## src/rtl/ternary_weight_unload_if.sv

```systemverilog
// ---------------------------------------------------------------------------
// ternary_weight_unload_if
// Beat stream from the weight readback engine to the output mux.
//   uo_data  : current 16-bit chunk of the weight bank (0 when not valid)
//   uo_valid : uo_data holds a beat
//   ui_ready : downstream accepts the beat at the next clk edge
// master = readback engine, slave = downstream consumer.
// ---------------------------------------------------------------------------
interface ternary_weight_unload_if #(
   parameter int MAX_IN_LEN = 16
);
   logic [MAX_IN_LEN-1:0] uo_data;
   logic                  uo_valid;
   logic                  ui_ready;

   modport master (output uo_data, output uo_valid, input ui_ready);
   modport slave  (input uo_data, input uo_valid, output ui_ready);
endinterface

```

## src/rtl/ternary_weight_unload.sv

```systemverilog
// ---------------------------------------------------------------------------
// ternary_weight_unload
// Snapshots the packed ternary weight bank and streams it out one
// MAX_IN_LEN-bit beat per accepted handshake, lowest chunk first, in the
// same chunk order and row encoding the loader uses.
// Ports:
//   clk, rst_n  : clock, synchronous active-low reset
//   ena         : global enable, low freezes every register
//   start       : readback request, honoured only in IDLE
//   ui_param    : low MAX_OUT_BITS bits = rows - 1
//   ui_weights  : packed weight bank, captured on the start cycle
//   stream      : beat stream (uo_data / uo_valid / ui_ready)
//   uo_busy     : high while beats are being offered
//   uo_done     : one-cycle pulse after the last beat is accepted
// ---------------------------------------------------------------------------
module ternary_weight_unload #(
   parameter int MAX_IN_LEN   = 16,
   parameter int MAX_OUT_LEN  = 8,
   parameter int WIDTH        = 2,
   parameter int MAX_IN_BITS  = $clog2(MAX_IN_LEN),
   parameter int MAX_OUT_BITS = $clog2(MAX_OUT_LEN),
   parameter int WIDTH_BITS   = $clog2(WIDTH)
) (
   input  logic                                      clk,
   input  logic                                      rst_n,
   input  logic                                      ena,
   input  logic                                      start,
   input  logic [MAX_IN_BITS+MAX_OUT_BITS-1:0]       ui_param,
   input  logic [WIDTH*MAX_IN_LEN*MAX_OUT_LEN-1:0]   ui_weights,
   ternary_weight_unload_if.master                   stream,
   output logic                                      uo_busy,
   output logic                                      uo_done
);

   localparam int NUM_BEATS = WIDTH * MAX_OUT_LEN;
   localparam int CNT_W     = MAX_OUT_BITS + WIDTH_BITS;
   localparam int BANK_W    = WIDTH * MAX_IN_LEN * MAX_OUT_LEN;

   typedef enum logic [1:0] {
      ST_IDLE = 2'd0,
      ST_SEND = 2'd1,
      ST_DONE = 2'd2
   } state_t;

   state_t                  state_r,  state_nx_s;
   logic [CNT_W-1:0]        count_r,  count_nx_s;
   logic [MAX_OUT_BITS-1:0] rows_r,   rows_nx_s;
   logic [BANK_W-1:0]       shadow_r, shadow_nx_s;
   logic [MAX_IN_LEN-1:0]   data_r,   data_nx_s;
   logic                    valid_r,  valid_nx_s;
   logic                    busy_r,   busy_nx_s;
   logic                    done_r,   done_nx_s;

   logic [MAX_IN_LEN-1:0]   beat_s [NUM_BEATS];
   logic [CNT_W-1:0]        last_s;
   logic [CNT_W-1:0]        count_inc_s;
   logic                    accept_s;
   logic                    param_unused_s;

   // Only the row field of ui_param matters to readback.
   assign param_unused_s = ^ui_param[MAX_IN_BITS+MAX_OUT_BITS-1:MAX_OUT_BITS];

   // Final beat index: row number in the high bits, all-ones chunk index below.
   assign last_s      = {rows_r, {WIDTH_BITS{1'b1}}};
   assign count_inc_s = count_r + {{(CNT_W-1){1'b0}}, 1'b1};
   assign accept_s    = valid_r & stream.ui_ready & ena;

   // View the shadow bank as an array of beats for indexed selection.
   always_comb begin
      for (int i = 0; i < NUM_BEATS; i++) begin
         beat_s[i] = shadow_r[i*MAX_IN_LEN +: MAX_IN_LEN];
      end
   end

   // Next-state and next-output logic; everything holds unless ena is high.
   always_comb begin
      state_nx_s  = state_r;
      count_nx_s  = count_r;
      rows_nx_s   = rows_r;
      shadow_nx_s = shadow_r;
      data_nx_s   = data_r;
      valid_nx_s  = valid_r;
      busy_nx_s   = busy_r;
      done_nx_s   = done_r;
      if (ena) begin
         case (state_r)
            ST_IDLE: begin
               valid_nx_s = 1'b0;
               busy_nx_s  = 1'b0;
               done_nx_s  = 1'b0;
               data_nx_s  = '0;
               if (start) begin
                  state_nx_s  = ST_SEND;
                  shadow_nx_s = ui_weights;
                  rows_nx_s   = ui_param[MAX_OUT_BITS-1:0];
                  count_nx_s  = '0;
                  data_nx_s   = ui_weights[MAX_IN_LEN-1:0];
                  valid_nx_s  = 1'b1;
                  busy_nx_s   = 1'b1;
               end else begin
                  state_nx_s = ST_IDLE;
               end
            end
            ST_SEND: begin
               if (accept_s) begin
                  if (count_r == last_s) begin
                     state_nx_s = ST_DONE;
                     valid_nx_s = 1'b0;
                     busy_nx_s  = 1'b0;
                     done_nx_s  = 1'b1;
                     data_nx_s  = '0;
                  end else begin
                     count_nx_s = count_inc_s;
                     data_nx_s  = beat_s[count_inc_s];
                  end
               end else begin
                  state_nx_s = ST_SEND;
               end
            end
            ST_DONE: begin
               state_nx_s = ST_IDLE;
               done_nx_s  = 1'b0;
               valid_nx_s = 1'b0;
               busy_nx_s  = 1'b0;
               data_nx_s  = '0;
            end
            default: begin
               state_nx_s = ST_IDLE;
               count_nx_s = '0;
               valid_nx_s = 1'b0;
               busy_nx_s  = 1'b0;
               done_nx_s  = 1'b0;
               data_nx_s  = '0;
            end
         endcase
      end else begin
         state_nx_s = state_r;
      end
   end

   // State and output registers with synchronous reset.
   always_ff @(posedge clk) begin
      if (!rst_n) begin
         state_r  <= ST_IDLE;
         count_r  <= '0;
         rows_r   <= '0;
         shadow_r <= '0;
         data_r   <= '0;
         valid_r  <= 1'b0;
         busy_r   <= 1'b0;
         done_r   <= 1'b0;
      end else begin
         state_r  <= state_nx_s;
         count_r  <= count_nx_s;
         rows_r   <= rows_nx_s;
         shadow_r <= shadow_nx_s;
         data_r   <= data_nx_s;
         valid_r  <= valid_nx_s;
         busy_r   <= busy_nx_s;
         done_r   <= done_nx_s;
      end
   end

   assign stream.uo_data  = data_r;
   assign stream.uo_valid = valid_r;
   assign uo_busy         = busy_r;
   assign uo_done         = done_r;

endmodule

```

## src/flat_wrapper.sv

```systemverilog
// flat-port wrapper written by rule: the top's interface ports become plain ports
module ternary_weight_unload_flat 
#(
   parameter int MAX_IN_LEN   = 16,
   parameter int MAX_OUT_LEN  = 8,
   parameter int WIDTH        = 2,
   parameter int MAX_IN_BITS  = $clog2(MAX_IN_LEN),
   parameter int MAX_OUT_BITS = $clog2(MAX_OUT_LEN),
   parameter int WIDTH_BITS   = $clog2(WIDTH)
)
  (clk, rst_n, ena, start, ui_param, ui_weights, uo_busy, uo_done, stream_uo_data, stream_uo_valid, stream_ui_ready);
  ternary_weight_unload_if #(.MAX_IN_LEN(MAX_IN_LEN)) stream_i ();
  input  logic clk;
  input  logic rst_n;
  input  logic ena;
  input  logic start;
  input  logic [MAX_IN_BITS+MAX_OUT_BITS-1:0] ui_param;
  input  logic [WIDTH*MAX_IN_LEN*MAX_OUT_LEN-1:0] ui_weights;
  output logic uo_busy;
  output logic uo_done;
  output wire logic [$bits(stream_i.uo_data)-1:0] stream_uo_data;
  output wire logic [$bits(stream_i.uo_valid)-1:0] stream_uo_valid;
  input wire logic [$bits(stream_i.ui_ready)-1:0] stream_ui_ready;
  assign stream_uo_data = stream_i.uo_data;
  assign stream_uo_valid = stream_i.uo_valid;
  assign stream_i.ui_ready = stream_ui_ready;
  ternary_weight_unload #(.MAX_IN_LEN(MAX_IN_LEN), .MAX_OUT_LEN(MAX_OUT_LEN), .WIDTH(WIDTH), .MAX_IN_BITS(MAX_IN_BITS), .MAX_OUT_BITS(MAX_OUT_BITS), .WIDTH_BITS(WIDTH_BITS)) u_core (.clk(clk), .rst_n(rst_n), .ena(ena), .start(start), .ui_param(ui_param), .ui_weights(ui_weights), .stream(stream_i), .uo_busy(uo_busy), .uo_done(uo_done));
endmodule
```

## config.mk

```make
export PLATFORM = sky130hd
export DESIGN_NAME = ternary_weight_unload_flat
export DESIGN_NICKNAME = d
export VERILOG_FILES = /design/src/rtl/ternary_weight_unload_if.sv /design/src/rtl/ternary_weight_unload.sv /design/src/flat_wrapper.sv
export SDC_FILE = /design/constraint.sdc
export NUM_CORES = 1
export LEC_CHECK = 0
export CAP_MARGIN = 10
export CORE_UTILIZATION = 52
export CTS_BUF_LIST = sky130_fd_sc_hd__clkbuf_8
export DETAILED_ROUTE_END_ITERATION = 16
export PLACE_DENSITY_LB_ADDON = 0.2
export SYNTH_ARGS = -nofsm -noshare
export SYNTH_HDL_FRONTEND = slang
export SYNTH_SLANG_ARGS = --single-unit
```

## constraint.sdc

```tcl
create_clock -name clk -period 3.5 [get_ports clk]
set_input_delay 0.35 -clock clk [delete_from_list [all_inputs] [get_ports clk]]
set_output_delay 0.35 -clock clk [all_outputs]
set_load 0.02 [all_outputs]
```

* After elaboration in Yosys (flattened, before gate mapping)
Cells that the tools add are included.
Word-level totals: bits in registers 283, latch bits 0, bits in writable memories 0, ROM bits 0, input port bits 268, output and inout port bits 19, word-level logic and storage cells 49, memories kept 0
Operators by class: add/sub/neg operators 1, $mul 0, divide/modulo/power cells 0, magnitude comparators 1, equality and inequality tests 8, shift-type cells 0, muxes and demuxes 22, bitwise operators 4, reductions and logical operators 6
Operator list (count):
- 16-bit two-way mux | 5
- 16-bit binary-select mux with 4-bit select | 1
- 16-bit case mux with 2 select lines | 1
- 4-bit two-way mux | 3
- 4-bit case mux with 3 select lines | 1
- 1-bit two-way mux | 7
- 3-bit AND reduction | 2
- 5-bit >= comparator (second input constant) | 1
- 4-bit inverter with 5-bit output | 1
- 5-bit AND reduction | 1
- 4-bit by 1-bit adder with 4-bit output (second input constant) | 1
- 4-bit equality test | 1
- 2-bit two-way mux | 2
- 2-bit by 1-bit inequality test with 1-bit output (second input constant) | 2
- 2-bit inequality test (second input constant) | 2
- 2-bit case mux with 2 select lines | 1
- 2-bit AND reduction | 2
- 3-bit inequality test (second input constant) | 1
- 1-bit bitwise AND | 2
- 2-bit by 1-bit equality test with 1-bit output (second input constant) | 1
- 2-bit equality test (second input constant) | 1
- 2-bit zero test | 1
- 1-bit case mux with 2 select lines | 1
- 1-bit inverter | 1

* Logic depth before layout (Yosys ltp)
depth after elaboration 8, depth in mapped cells 9, gate-level depth less buffers 6

* Least setup slack after synthesis
OpenSTA, ideal clock, no wires.
path type flip-flop to flip-flop, from reg u_core.count_r[1], to reg u_core.data_r[1] (netlist: u_core.stream.uo_data[1]), library setup time 0.126 ns, arrival 2.402 ns, required time 3.374 ns, path slack 0.972 ns, cell stages (with the launch flop) 8, buffers on the path 2, period minus slack after synthesis 2.528 ns, path through dfxtp_1 > ha_1 > clkbuf_1 > clkbuf_1 > mux4_2 > mux2_2 > a222oi_1 > a21oi_1
Between the ends: word-level cells in the longest chain between the ends 8, elaborated cells on any way between the ends 9, classes of those cells 1 x add/sub; 1 x eq/ne; 6 x mux; 1 x bitwise
RTL lines:
- start, declared | RTL line ternary_weight_unload.sv:46 | logic [CNT_W-1:0] count_r, count_nx_s;
- start signal, assigned | RTL line ternary_weight_unload.sv:154 | count_r <= count_nx_s;
- 4-bit by 1-bit adder with 4-bit output | RTL line ternary_weight_unload.sv:65 | assign count_inc_s = count_r + {{(CNT_W-1){1'b0}}, 1'b1};
- 4-bit inverter with 5-bit output (not written as such) | RTL line ternary_weight_unload.sv:114 | data_nx_s = beat_s[count_inc_s];
- 16-bit binary-select mux with 4-bit select | RTL line ternary_weight_unload.sv:114
- 16-bit two-way mux (not written as such) (2 in a row) | RTL line ternary_weight_unload.sv:114
- 16-bit two-way mux (*) | RTL line ternary_weight_unload.sv:106 | if (count_r == last_s) begin
- 16-bit two-way mux (*) | RTL line ternary_weight_unload.sv:105 | if (accept_s) begin
- 16-bit case mux with 2 select lines (*) | RTL line ternary_weight_unload.sv:86 | case (state_r)
- end signal, assigned | RTL line ternary_weight_unload.sv:157 | data_r <= data_nx_s;
- end, declared | RTL line ternary_weight_unload.sv:49 | logic [MAX_IN_LEN-1:0] data_r, data_nx_s;
Every way passes the cells marked *; elsewhere a longest branch is shown, timed or not. The select of a mux whose other input is x is not followed. A chain may end at the register's enable or synchronous reset.

* Final worst setup path
from reg u_core.count_r[1], to reg u_core.data_r[0] (netlist: u_core.stream.uo_data[0])
Same word-level chain as after synthesis.

==> summary.txt <==
Worst setup path
  • Startpoint Class: flop
  • Critical path class: flop to flop
  • CP endpoint kind: flop
  • CP peak stage delay: roughly 0.64 ns
  • Crit-path cells: ha_4 -> xnor2_4 -> buf_4 -> mux4_2 -> mux2_2 -> a222oi_1 -> a21oi_1
  • Worst Path Arrival: about 3.4 ns
  • Worst endpoint required time: 3.92 ns
  • Crit path max-delay cell type: xnor2_4
  • Crit Path Max Fanout: 27

Yosys
  • Synth Area per Inst: 8.98 sq um
  • Post-Syn Area: 12700 sq um
  • Sequential share of the synthesized area: 0.447
  • Post-synth EDFFs: 0
  • Synth area leaders: dfxtp_1, nand2_1, a21boi_0
  • Syn_nets: ~1.7k
  • Syn Inst Count: 1411
  • Most frequent cell after synthesis: nand2_1
  • Asr flop ratio synth: 0
  • Yosys warns: 0
  • Flops & latches, synth: 283
  • Leading area contributor after synthesis: dfxtp_1
  • Netlist cell types: 46
  • Synth cell count leaders: nand2_1, dfxtp_1, a21boi_0
  • Post-synth top flop: dfxtp_1
  • Post-synth top area share: 0.447

Global routing
  • Global-route wire length before repair: 54700 microns
  • Initial antenna violation count: 1
  • All-Layer GR Usage: 0.283
  • GR Overflow Total: 0
  • Vias in the first global route: ~11k
  • Pin count of the biggest net entering global routing: 103

Timing
  • Final Skew: between 0.015 and 0.02 ns
  • Slew HR: 0.434
  • RSZ-0062 raised after global routing: no
  • Ratio of final minimum period to clock period: 0.864
  • Final hold vios: 0
  • Setup violators final: 0
  • Slew @ Worst Pin: 0.849 ns
  • Achievable frequency: 331 MHz
  • Fin crit period: 3.02 ns
  • WHS: about 0.23 ns
  • TNS Setup: 0 ns
  • Max Slew Vio Count: 0

Die
  • Die area: around 25000 sq um
  • Rows: 56
  • Boundary pin count: 287
  • Core Area: 23700 sq um
  • Die W: 158 microns
  • Chip Height: 158 microns
  • Starting Density: 0.535

Pwr
  • VDD IR max: between 0.2 and 0.25 mV
  • Power density over the cells: around 440 nW/um^2
  • LEAKAGE: 5.94 nW

Run
  • Maxcap violations: 0

Finish
  • FF+latch area: 5670 sq um
  • Nets: 1917
  • Layout cells sized above 1: 0.0989
  • Area Overhead vs Synth: 31.4%
  • Design area: 16600 sq um
  • Fillcell total: roughly 1.9k
  • Area occupied by multi-input gates: 6550 sq um
  • Fin cells: 1998

CTS
  • Root buffer cell: clkbuf_8
  • CTS Sinks: 283
  • Total clock buffers created by CTS: 47
  • Hold buffers post-CTS: 0
  • Post_cts resized: 0
  • Clock tree from TritonCTS: done
  • Max clock buf depth: 3
  • H-tree level count: 2
  • Clock transition at path regs: roughly 0.06 ns
  • Later-pin clock latency in the skew report: 0.55 ns
  • Setup repair bufs after CTS: 0

Drt
  • Vias per cell: 5.43
  • Wirelength, routed: approximately 35000 microns
  • Avg WL per Cell: 17.7 microns
  • Vias: 10.8k
  • 1st-pass router iterations: 6
  • DRC: 0
  • Post-DRT Antenna Nets: 0
  • DRT iter0 DRCs: 868

Place
  • DP Wirelength: 24700 microns
  • RePlAce Congestion: ~0.82
  • Post-DP Area: ~16000 sq um
  • Number of port buffers: 282
  • Dpl cells: 1918

Min path
  • Hold crit path type: primary input to flop

Outcome
  • Status: complete, no violations
[path summary, 6_finish.rpt]
kind	start	to	slack [ns]	cells past startpoint
max	u_core.count_r[1]	u_core.stream.uo_data[0]	0.48	7
min	rst_n	u_core.uo_done	0.23	3
max reg2reg	u_core.count_r[1]	u_core.stream.uo_data[0]	0.48	7
min reg2reg	u_core.uo_done	u_core.uo_done	0.45	2
[worst max-delay path: cells and delay by family, from the launching register on]
| family | cells | cell delay, ns |
|---|---|---|
| flops | 1 | 0.39 |
| buf+inv | 1 | 0.53 |
| xor+xnor | 1 | 0.64 |
| fa+ha+maj | 1 | 0.22 |
| compound gates | 2 | 0.41 |
| mux | 2 | 0.68 |
[cell type report]
type	instances	share of cell area
antenna	1	0.000150
clock buffer	64	0.0529
clock inverter	15	0.00368
inverter	3	0.000676
multi-input combinational	1009	0.393
sequential	283	0.340
tap	319	0.0240
timing repair buffer	304	0.185
[flip-flops by register name, indices dropped and copies added (netlist names)]
name / flops
u_core.stream.uo_valid: 1
u_core.uo_done: 1
u_core.count_r: 4
u_core.rows_r: 3
u_core.state_r: 2
u_core.shadow_r: 256
u_core.stream.uo_data: 16
[metal layers]
metal / GRT usage / wire length (microns) / up-vias
li1: - / - / 5273
met1: 0.361 / 14900 / 5119
met2: 0.472 / 16700 / 381
met3: 0.0558 / 2600 / 67
met4: 0.110 / 1130 / 2
met5: 0 / 13 / -
[cell usage in the layout, fill, tap and decap left out, types with 2 or more instances in the layout]
master           Yosys  final
a21boi_0           263    263
xnor2_1              2      2
mux4_1              13     13
nor2b_1              2      2
clkbuf_8             0     64
mux4_2              51     51
nand2b_1             3      3
xor2_1               3      3
a21o_1              15     15
nand2_1            555    554
nand3_1              3      3
clkinv_2             0      4
mux2i_1              2      2
and2_1               4      3
clkdlybuf4s50_1      0    281
inv_1                2     13
a222oi_1            16     16
a21oi_1             32     32
mux2_2              16     16
dfxtp_1            283    283
nor2_1               4      4
o21a_1               2      2
buf_4                6     15
buf_12               0      7
[through the flow]
stage / power (mW) / util / setup WS (ns)
floorplan: 3.98 / - / 0.972
global placement: 4.46 / 0.663 / 0.472
detailed placement: 4.48 / 0.663 / 0.446
CTS: 7.35 / 0.703 / 0.436
global route: 7.59 / 0.703 / 0.295
finish: 7.30 / 0.703 / 0.476
[power breakdown]
group | internal, mW | switching (mW) | leakage (nW)
combinational | 0.530 | 0.437 | 3.10
clock | 1.61 | 1.27 | 0.534
sequential | 3.37 | 0.0795 | 2.31
[kinds of logic (layout without fill, tap and decap cells)]
kind of cell	count (synthesis)	count (layout)	synth area share
other	0	1	0
AO/OA/AOI/OAI	338	338	0.197
adder cells (fa/ha/maj)	1	1	0.000988
AND/OR/NAND/NOR	582	582	0.177
XOR/XNOR	6	6	0.00563
buffers and inverters	119	386	0.0381
flip-flops	283	283	0.447
multiplexers	82	82	0.133
No activity file was read; power rests on OpenSTA's default activity.
